**config.mk**
```make
export PLATFORM = sky130hd
export DESIGN_NAME = phase_countdown_seq
export DESIGN_NICKNAME = d
export VERILOG_FILES = /design/src/rtl/countdown_pkg.sv /design/src/rtl/cd_prescaler.sv /design/src/rtl/phase_countdown_seq.sv
export SDC_FILE = /design/constraint.sdc
export NUM_CORES = 1
export LEC_CHECK = 0
export BUFFER_PORTS_ARGS = -buffer_cell sky130_fd_sc_hd__buf_2
export CAP_MARGIN = 40
export CORE_MARGIN = 3
export CORE_UTILIZATION = 40
export CTS_CLUSTER_SIZE = 30
export DETAILED_ROUTE_END_ITERATION = 7
export HOLD_SLACK_MARGIN = 0.06
export PLACE_DENSITY = 0.6
export SETUP_SLACK_MARGIN = 0.05
export SYNTH_ARGS = -nofsm -noshare
export SYNTH_HDL_FRONTEND = slang
export SYNTH_HIERARCHICAL = 1
export SYNTH_SLANG_ARGS = --single-unit
```
**constraint.sdc**
```tcl
create_clock -name CLK -period 3.2 [get_ports CLK]
set_clock_uncertainty 0.1 [all_clocks]
set_input_delay 0.64 -clock CLK [delete_from_list [all_inputs] [get_ports CLK]]
set_output_delay 0.64 -clock CLK [all_outputs]
set_load 0.03 [all_outputs]
```
**src/rtl/countdown_pkg.sv**
```systemverilog
// Shared types and helpers for the N-phase countdown sequencer.
// Latency: n/a (package). Backpressure: n/a.
// Provides the FSM encoding, phase slicing of the packed duration bus and BCD digit sizing.
package countdown_pkg;

    typedef enum logic [1:0] {
        IDLE  = 2'd0,
        SET   = 2'd1,
        RUN   = 2'd2,
        PAUSE = 2'd3
    } cd_state_t;

    // Upper bounds for the generic slice helper; callers size-cast in and out.
    localparam int CD_TMAX = 1024;
    localparam int CD_WMAX = 32;

    // Phase i of a packed bus of nphase fields, width bits each, phase 0 in the MSBs.
    function automatic logic [CD_WMAX-1:0] get_phase(input logic [CD_TMAX-1:0] t,
                                                     input int i,
                                                     input int nphase,
                                                     input int width);
        logic [CD_TMAX-1:0] sh;
        logic [CD_WMAX-1:0] r;
        int                 base;
        r    = '0;
        base = (nphase - 1 - i) * width;
        sh   = (base >= 0) ? (t >> base) : '0;
        for (int b = 0; b < CD_WMAX; b++) begin
            if (b < width) r[b] = sh[b];
        end
        return r;
    endfunction

    // Decimal digits needed for the largest width-bit value, i.e. ceil(width*log10(2)).
    function automatic int bcd_digits(input int width);
        logic [63:0] v;
        int          d;
        v = (64'd1 << width) - 64'd1;
        d = 0;
        do begin
            d++;
            v = v / 64'd10;
        end while (v != 64'd0);
        return d;
    endfunction

endpackage

```
**src/rtl/cd_prescaler.sv**
```systemverilog
// Tick prescaler: counts 0..PRESCALE-1 while en, tc marks the terminal count.
// Latency: tc is combinational on the cycle the count sits at PRESCALE-1 with en high.
// Backpressure: en=0 holds the partial count; clr (or RST) restarts from zero.
module cd_prescaler #(
    parameter int PRESCALE = 1048576
) (
    input  logic CLK,
    input  logic RST,
    input  logic clr,
    input  logic en,
    output logic tc
);

    localparam int            CW   = (PRESCALE > 1) ? $clog2(PRESCALE) : 1;
    localparam logic [CW-1:0] LAST = CW'(PRESCALE - 1);

    logic [CW-1:0] cnt;

    always_ff @(posedge CLK) begin
        if (RST || clr) begin
            cnt <= '0;
        end else if (en) begin
            cnt <= (cnt == LAST) ? '0 : cnt + 1'b1;
        end
    end

    assign tc = en && (cnt == LAST);

endmodule

```
**src/rtl/phase_countdown_seq.sv**
```systemverilog
// N-phase countdown sequencer over packed durations t; optional BCD output when COUNTDOWN_BCD_EN is defined.
// Latency: all outputs registered; they change on the edge where the prescaler terminal count or a reload is seen.
// Backpressure: none; En=0 pauses in place, enSet forces reload of phase 0 and overrides En.
module phase_countdown_seq
    import countdown_pkg::*;
#(
    parameter  int NPHASE   = 3,
    parameter  int WIDTH    = 7,
    parameter  int PRESCALE = 1048576,
    localparam int IDX_W    = (NPHASE > 1) ? $clog2(NPHASE) : 1
) (
    input  logic                    CLK,
    input  logic                    RST,
    input  logic                    En,
    input  logic                    enSet,
    input  logic [NPHASE*WIDTH-1:0] t,
    output logic [IDX_W-1:0]        select,
    output logic [WIDTH-1:0]        Q,
    output logic                    tick,
    output logic                    phase_done,
    output logic                    cycle_done
`ifdef COUNTDOWN_BCD_EN
    ,
    output logic [4*bcd_digits(WIDTH)-1:0] Q_bcd
`endif
);

    localparam logic [IDX_W-1:0] LAST_IDX = IDX_W'(NPHASE - 1);

    cd_state_t         state_q, state_nxt;
    logic              load, run_en, tc;
    logic              wrap;
    logic [IDX_W-1:0]  sel_inc, sel_nxt;
    logic [WIDTH-1:0]  q_nxt, t_first, t_next;
    logic              tick_nxt, pd_nxt, cd_nxt;

    always_ff @(posedge CLK) begin
        if (RST) state_q <= IDLE;
        else     state_q <= state_nxt;
    end

    always_comb begin
        state_nxt = state_q;
        if (enSet) begin
            state_nxt = SET;
        end else begin
            case (state_q)
                IDLE:    state_nxt = IDLE;
                default: state_nxt = En ? RUN : PAUSE;
            endcase
        end
    end

    // The first cycle after enSet drops already counts when En is high.
    always_comb begin
        load   = enSet;
        run_en = !enSet && En && (state_q != IDLE);
    end

    cd_prescaler #(
        .PRESCALE (PRESCALE)
    ) u_prescaler (
        .CLK (CLK),
        .RST (RST),
        .clr (load),
        .en  (run_en),
        .tc  (tc)
    );

    always_comb begin
        wrap     = (select == LAST_IDX);
        sel_inc  = wrap ? '0 : select + 1'b1;
        t_first  = WIDTH'(get_phase(CD_TMAX'(t), 0, NPHASE, WIDTH));
        t_next   = WIDTH'(get_phase(CD_TMAX'(t), int'(sel_inc), NPHASE, WIDTH));
        q_nxt    = Q;
        sel_nxt  = select;
        tick_nxt = 1'b0;
        pd_nxt   = 1'b0;
        cd_nxt   = 1'b0;
        if (load) begin
            q_nxt   = t_first;
            sel_nxt = '0;
        end else if (tc) begin
            tick_nxt = 1'b1;
            if (Q != '0) begin
                q_nxt = Q - 1'b1;
            end else begin
                sel_nxt = sel_inc;
                q_nxt   = t_next;
                pd_nxt  = 1'b1;
                cd_nxt  = wrap;
            end
        end
    end

    always_ff @(posedge CLK) begin
        if (RST) begin
            select     <= '0;
            Q          <= '0;
            tick       <= 1'b0;
            phase_done <= 1'b0;
            cycle_done <= 1'b0;
        end else begin
            select     <= sel_nxt;
            Q          <= q_nxt;
            tick       <= tick_nxt;
            phase_done <= pd_nxt;
            cycle_done <= cd_nxt;
        end
    end

`ifdef COUNTDOWN_BCD_EN
    // Converts the next Q so the BCD register moves on the same edge as Q.
    if (WIDTH > 0) begin : g_bcd
        localparam int BCD_DIG = bcd_digits(WIDTH);

        logic [4*BCD_DIG-1:0] bcd_nxt;

        always_comb begin
            bcd_nxt = '0;
            for (int i = WIDTH - 1; i >= 0; i--) begin
                for (int d = 0; d < BCD_DIG; d++) begin
                    if (bcd_nxt[4*d +: 4] > 4'd4) bcd_nxt[4*d +: 4] = bcd_nxt[4*d +: 4] + 4'd3;
                end
                bcd_nxt = {bcd_nxt[4*BCD_DIG-2:0], q_nxt[i]};
            end
        end

        always_ff @(posedge CLK) begin
            if (RST) Q_bcd <= '0;
            else     Q_bcd <= bcd_nxt;
        end
    end
`endif

endmodule

```
# [Word level (Yosys, flattened, before mapping)]
# Index checks and enable logic that the tools add are counted.
[op_classes] add_sub_neg=4 multipliers=1 div_mod_pow=0 order_cmp=1 n_eq_ne=2 shift=1 muxes=11 bitwise_logic=2 reduce_logical=14
[ops] op=">> shifter 21 x 32 -> 7 bit" n=1
[ops] op="2-to-1 mux 7 bit" n=4
[ops] op="adder 20 x 1 -> 20 bit (second input constant)" n=1
[ops] op="equality test 20 bit (second input constant)" n=1
[ops] op="2-to-1 mux 20 bit" n=1
[ops] op="greater-or-equal comparator 7 x 1 -> 1 bit (second input constant)" n=1
[ops] op="multiplier 3 x 4 -> 7 bit (second input constant)" n=1
[ops] op="nonzero test 7 bit" n=1
[ops] op="subtractor 7 x 1 -> 7 bit (second input constant)" n=1
[ops] op="OR reduction 3 bit" n=2
[ops] op="2-to-1 mux 1 bit" n=5
[ops] op="nonzero test 2 bit" n=2
[ops] op="OR reduction 4 bit" n=1
[ops] op="logical AND 1 bit" n=3
[ops] op="subtractor 2 x 2 -> 3 bit (first input constant)" n=1
[ops] op="adder 2 x 1 -> 2 bit (second input constant)" n=1
[ops] op="equality test 2 bit (second input constant)" n=1
[ops] op="logical NOT 2 bit" n=1
[ops] op="2-to-1 mux 2 bit" n=1
[ops] op="NOT 1 bit" n=2
[ops] op="AND reduction 2 bit" n=1
[ops] op="OR reduction 2 bit" n=1
[ops] op="logical NOT 1 bit" n=1
[ops] op="logical OR 1 bit" n=1
[totals] reg_bits=34 latch_bits=0 mem_bits_rw=0 rom_bits=0 input_bits=25 output_inout_bits=12 memories=0

# [Logic depth before layout (Yosys ltp)]
[logic_depth] word_depth=9 mapped_depth=10 mapped_depth_nobuf=9

# [Hierarchy]
# The synthesis kept the hierarchy.
[by_module_without_submodules] mod="phase_countdown_seq" instances=1 cells_per_inst=158 area_per_inst_um2=1286.2
[by_module_without_submodules] mod="cd_prescaler" instances=1 cells_per_inst=113 area_per_inst_um2=958.4

# [Worst setup path after synthesis]
# No wires, ideal clock.
[synth_timing] path_type="input -> register" start="input port enSet" end="register select[1]" arrival_ns=3.030 path_slack_ns=-0.062 stages=10 path_buffers=3 cell_sequence="clkbuf_1 clkbuf_1 nor3b_1 nand4_1 nor3_4 and3_1 clkbuf_1 nand3_1 mux2i_1 nor3_1"
[synth_via] elab_chain_len=5
[synth_rtl] element="from (decl)" line_no="phase_countdown_seq.sv:15" rtl="input logic enSet,"
[synth_rtl] element="logical NOT 1 bit" line_no="phase_countdown_seq.sv:57" rtl="run_en = !enSet && En && (state_q != IDLE);"
[synth_rtl] element="logical AND 1 bit (2 in a row)" line_no="phase_countdown_seq.sv:57"
[synth_rtl] element="via run_en" line_no="phase_countdown_seq.sv:31" rtl="logic load, run_en, tc;"
[synth_rtl] element="logical AND 1 bit" line_no="cd_prescaler.sv:27" rtl="assign tc = en && (cnt == LAST);"
[synth_rtl] element="via tc" line_no="phase_countdown_seq.sv:31"
[synth_rtl] element="AND reduction 2 bit (no source line)"
[synth_rtl] element="to (signal assigned)" line_no="phase_countdown_seq.sv:104" rtl="select <= sel_nxt;"
[synth_rtl] element="to (decl)" line_no="phase_countdown_seq.sv:17" rtl="output logic [IDX_W-1:0] select,"
# The timed path passes the listed nets, and every way through them passes these cells.
# A chain may end at the register's enable or synchronous reset.

# [Worst setup path in the final report]
[layout_timing] start="register select[1]" end="register Q[0]"
[layout_via] elab_chain_len=9
[layout_rtl] element="adder 2 x 1 -> 2 bit / equality test 2 bit (equally long branches)" line_no="phase_countdown_seq.sv:72, phase_countdown_seq.sv:71"
[layout_rtl] element="2-to-1 mux 2 bit *" line_no="phase_countdown_seq.sv:72" rtl="sel_inc = wrap ? '0 : select + 1'b1;"
[layout_rtl] element="via sel_inc[1]" line_no="phase_countdown_seq.sv:33" rtl="logic [IDX_W-1:0] sel_inc, sel_nxt;"
[layout_rtl] element="subtractor 2 x 2 -> 3 bit *" line_no="countdown_pkg.sv:26" rtl="base = (nphase - 1 - i) * width;"
[layout_rtl] element="multiplier 3 x 4 -> 7 bit *" line_no="countdown_pkg.sv:26"
[layout_rtl] element=">> shifter 21 x 32 -> 7 bit / greater-or-equal comparator 7 x 1 -> 1 bit (equally long branches)" line_no="countdown_pkg.sv:27" rtl="sh = (base >= 0) ? (t >> base) : '0;"
[layout_rtl] element="2-to-1 mux 7 bit *" line_no="countdown_pkg.sv:27"
[layout_rtl] element="2-to-1 mux 7 bit *" line_no="phase_countdown_seq.sv:85" rtl="if (Q != '0) begin"
[layout_rtl] element="2-to-1 mux 7 bit *" line_no="phase_countdown_seq.sv:83" rtl="end else if (tc) begin"
[layout_rtl] element="2-to-1 mux 7 bit *" line_no="phase_countdown_seq.sv:80" rtl="if (load) begin"
[layout_rtl] element="to (signal assigned)" line_no="phase_countdown_seq.sv:105" rtl="Q <= q_nxt;"
[layout_rtl] element="to (decl)" line_no="phase_countdown_seq.sv:18" rtl="output logic [WIDTH-1:0] Q,"
# Mark *: on every way through the listed nets, which the timed path passes. The rest lies on a longest branch. The select of a mux whose other input is x is not followed.

==> flow_summary.ini <==
[run_status]
outcome = finished, final reports clean

[drt]
dr.pass1.iters = 4
route.vias.total = 2145
drc = 0
wl_per_cell_um = 15.07
drtAntennaViolNets = 0
routed_wl_um = 5652
initialDrtViolationCount = 108
vias_per_cell = 5.720

[placed_design]
place_ws_ps = 486.3
hpwl_um = 4326
port_buffers = 36
gp_congestion = 0.8452

[critical_path]
cp_data_required_time_ps = 3320
cp.arrival_ps = 2730
cp_cell_sequence = nor2b_1, ha_1, or3b_1, a2111oi_0, o311ai_0, a31oi_1
worst-setup-path-type = register to register
worstPathMaxFanout = 11
cp-start-kind = register
path_delay_family = compound AO/OA/AOI/OAI gates
slowest_stage = dfxtp_1
slowest_delay_ps = 570
crit_buf_inv = 0
crit_path_end_kind = register

[global_routing]
overflow = 0
grt_pass1_wl_um = 9522
gr-usage-all-layers = 0.1845
grt_max_degree = 24
antenna_found_initial = 0
grt_pass1_vias = 1971

[timing]
worst_pin_slew_ps = 523.9
hold_viol_final = 0
setup_tns_ps = 0
max_slew_margin = 0.6500
post-route-min-period_ps = 2609
rsz0062_at_grt = false
max_freq_ghz = 0.3833
slew_viol_final = 0
finalSetupViolations = 0
min_period_over_period = 0.8154
fin_ws_ps = 590.8

[yosys]
synth_edf_count = 0
yosys.area.top_type_share = 0.3032
ys_async_sr_fraction = 0
synth-seq-area-share = 0.3032
synth_most_common_cell = dfxtp_1
ys_ff_latch = 34
synth.cell_area_mm2 = 0.002245
syn_area_per_cell_um2 = 8.283
synth_warnings = 6
synth_nets = 300
synth_common_cells = 34 x dfxtp_1, 33 x nor2_1, 20 x nand2_1
ys.flop_type = dfxtp_1
synth_top_area_cell = dfxtp_1
ys_top_cells_by_area = dfxtp_1 30%, nor2_1 5.5%, a21oi_1 3.6%
synth_cell_type_count = 58
synth_cells = 271

[clock_network]
clk_latency_ps = 280
clock-sinks = 34
clock_path_buffers = 2
cts_root_buf = clkbuf_8
tritoncts = done
cts_max_level = 2
hold_buffers = 0
post_cts_buffers = 0
ctsResizeCount = 0
cts_buffers = 5
cts.reportedPaths.clkPinSlew_ps = 70

[layout]
register_area_um2 = 680.7
drive_above_1_share = 0.2262
nFillCells = 550
nNetsFinal = 333
area_delta_synth_final_pct = 14.44
antenna_cells = 0
multi_input_area_mm2 = 0.001439
post-route-util = 0.4874

[floorplanning]
fp-row-count = 26
ios = 37
start_util = 0.4259
core_area_mm2 = 0.005270
die_w_um = 80.91
die_area_mm2 = 0.006546
die_y_um = 80.91

[hold_path]
hp-class = register to register

[pwr]
power_density_mw_per_mm2 = 360.2
max-vdd-ir-drop_mv = 0.2722
p_leak_nw = 1.049

[flow_run]
cap_violations = 0
## kinds of logic (layout without fill, tap and decap cells)
logic type | Yosys count | count (layout) | synth area share
flip-flops | 34 | 34 | 0.3032
adder cells (fa/ha/maj) | 4 | 4 | 0.02230
AO/OA/AOI/OAI | 53 | 53 | 0.1667
XOR/XNOR | 14 | 14 | 0.05463
multiplexers | 16 | 16 | 0.09086
buffers and inverters | 28 | 62 | 0.05797
AND/OR/NAND/NOR | 122 | 122 | 0.3044
## per-stage QoR
stage	hold slack (ps)	cell area [um2]	std cells	power [mW]
after floorplan	367.6	2250	271	0.5512
after global placement	387.9	2474	367	0.6048
after detailed placement	395.2	2474	367	0.6031
after CTS	407.7	2569	375	0.9353
after global routing	428.8	2569	375	0.9687
final	409.1	2569	375	0.9252
## power by group
part	internal, mW	switching, mW
Sequential	0.431	0.0123
Clock	0.173	0.158
Combinational	0.0613	0.0896
## flip-flops by register name (all words and copies together) (netlist names)
register	cells
Q	7
tick	1
phase_done	1
state_q	2
select	2
u_prescaler/cnt	20
cycle_done	1
## area by class of cell
cell class | count | share of cell area
Tap cell | 70 | 0.03410
Timing Repair Buffer | 41 | 0.08475
Multi-Input combinational cell | 209 | 0.5602
Sequential cell | 34 | 0.2650
Clock inverter | 2 | 0.004871
Clock buffer | 6 | 0.03215
Inverter | 13 | 0.01900
## cells in the final DEF, fill, tap and decap left out, types with 2 or more instances in the layout
master,n
mux2i_1,8
nor2b_1,4
nand2b_1,3
o311ai_0,3
buf_2,36
and3_1,7
nand2_1,20
o31ai_1,6
xor2_1,7
nor3_1,10
nor4b_1,3
o21ai_0,4
a41o_1,2
dfxtp_1,34
inv_1,13
xnor2_1,7
ha_1,4
nor4_1,5
or3_1,6
a21oi_1,16
a211oi_1,3
nand4_1,6
nor3b_1,3
mux4_2,3
nand3_1,5
mux2_2,5
nor2_1,33
a31oi_1,4
buf_4,5
nand3b_1,2
and4_1,3
o41ai_1,2
clkbuf_8,6
## worst register-to-register path: cells and delay by family, from the launching register on
family                     cells  cell delay [ps]
and+or+nand+nor                2              680
DFF                            1              570
adders and majority gates      1              380
AOI/OAI and AO/OA              3              820
## layer usage
metal	share of wire	up-vias	GRT usage
met3	0.049	10	0.03769
met4	0.023	0	0.06081
met5	0	-	0
li1	-	1069	-
met2	0.44	55	0.2865
met1	0.49	1011	0.2548
## path summary, 6_finish.rpt
path | cells after the start | slack (ps) | to | start
setup / recovery | 6 | 590 | Q[0] | select[1]
hold / removal | 2 | 410 | u_prescaler/cnt[15] | u_prescaler/cnt[15]
setup reg to reg | 6 | 590 | Q[0] | select[1]
hold reg to reg | 2 | 410 | u_prescaler/cnt[15] | u_prescaler/cnt[15]
Power figures use the tool's default switching activity.
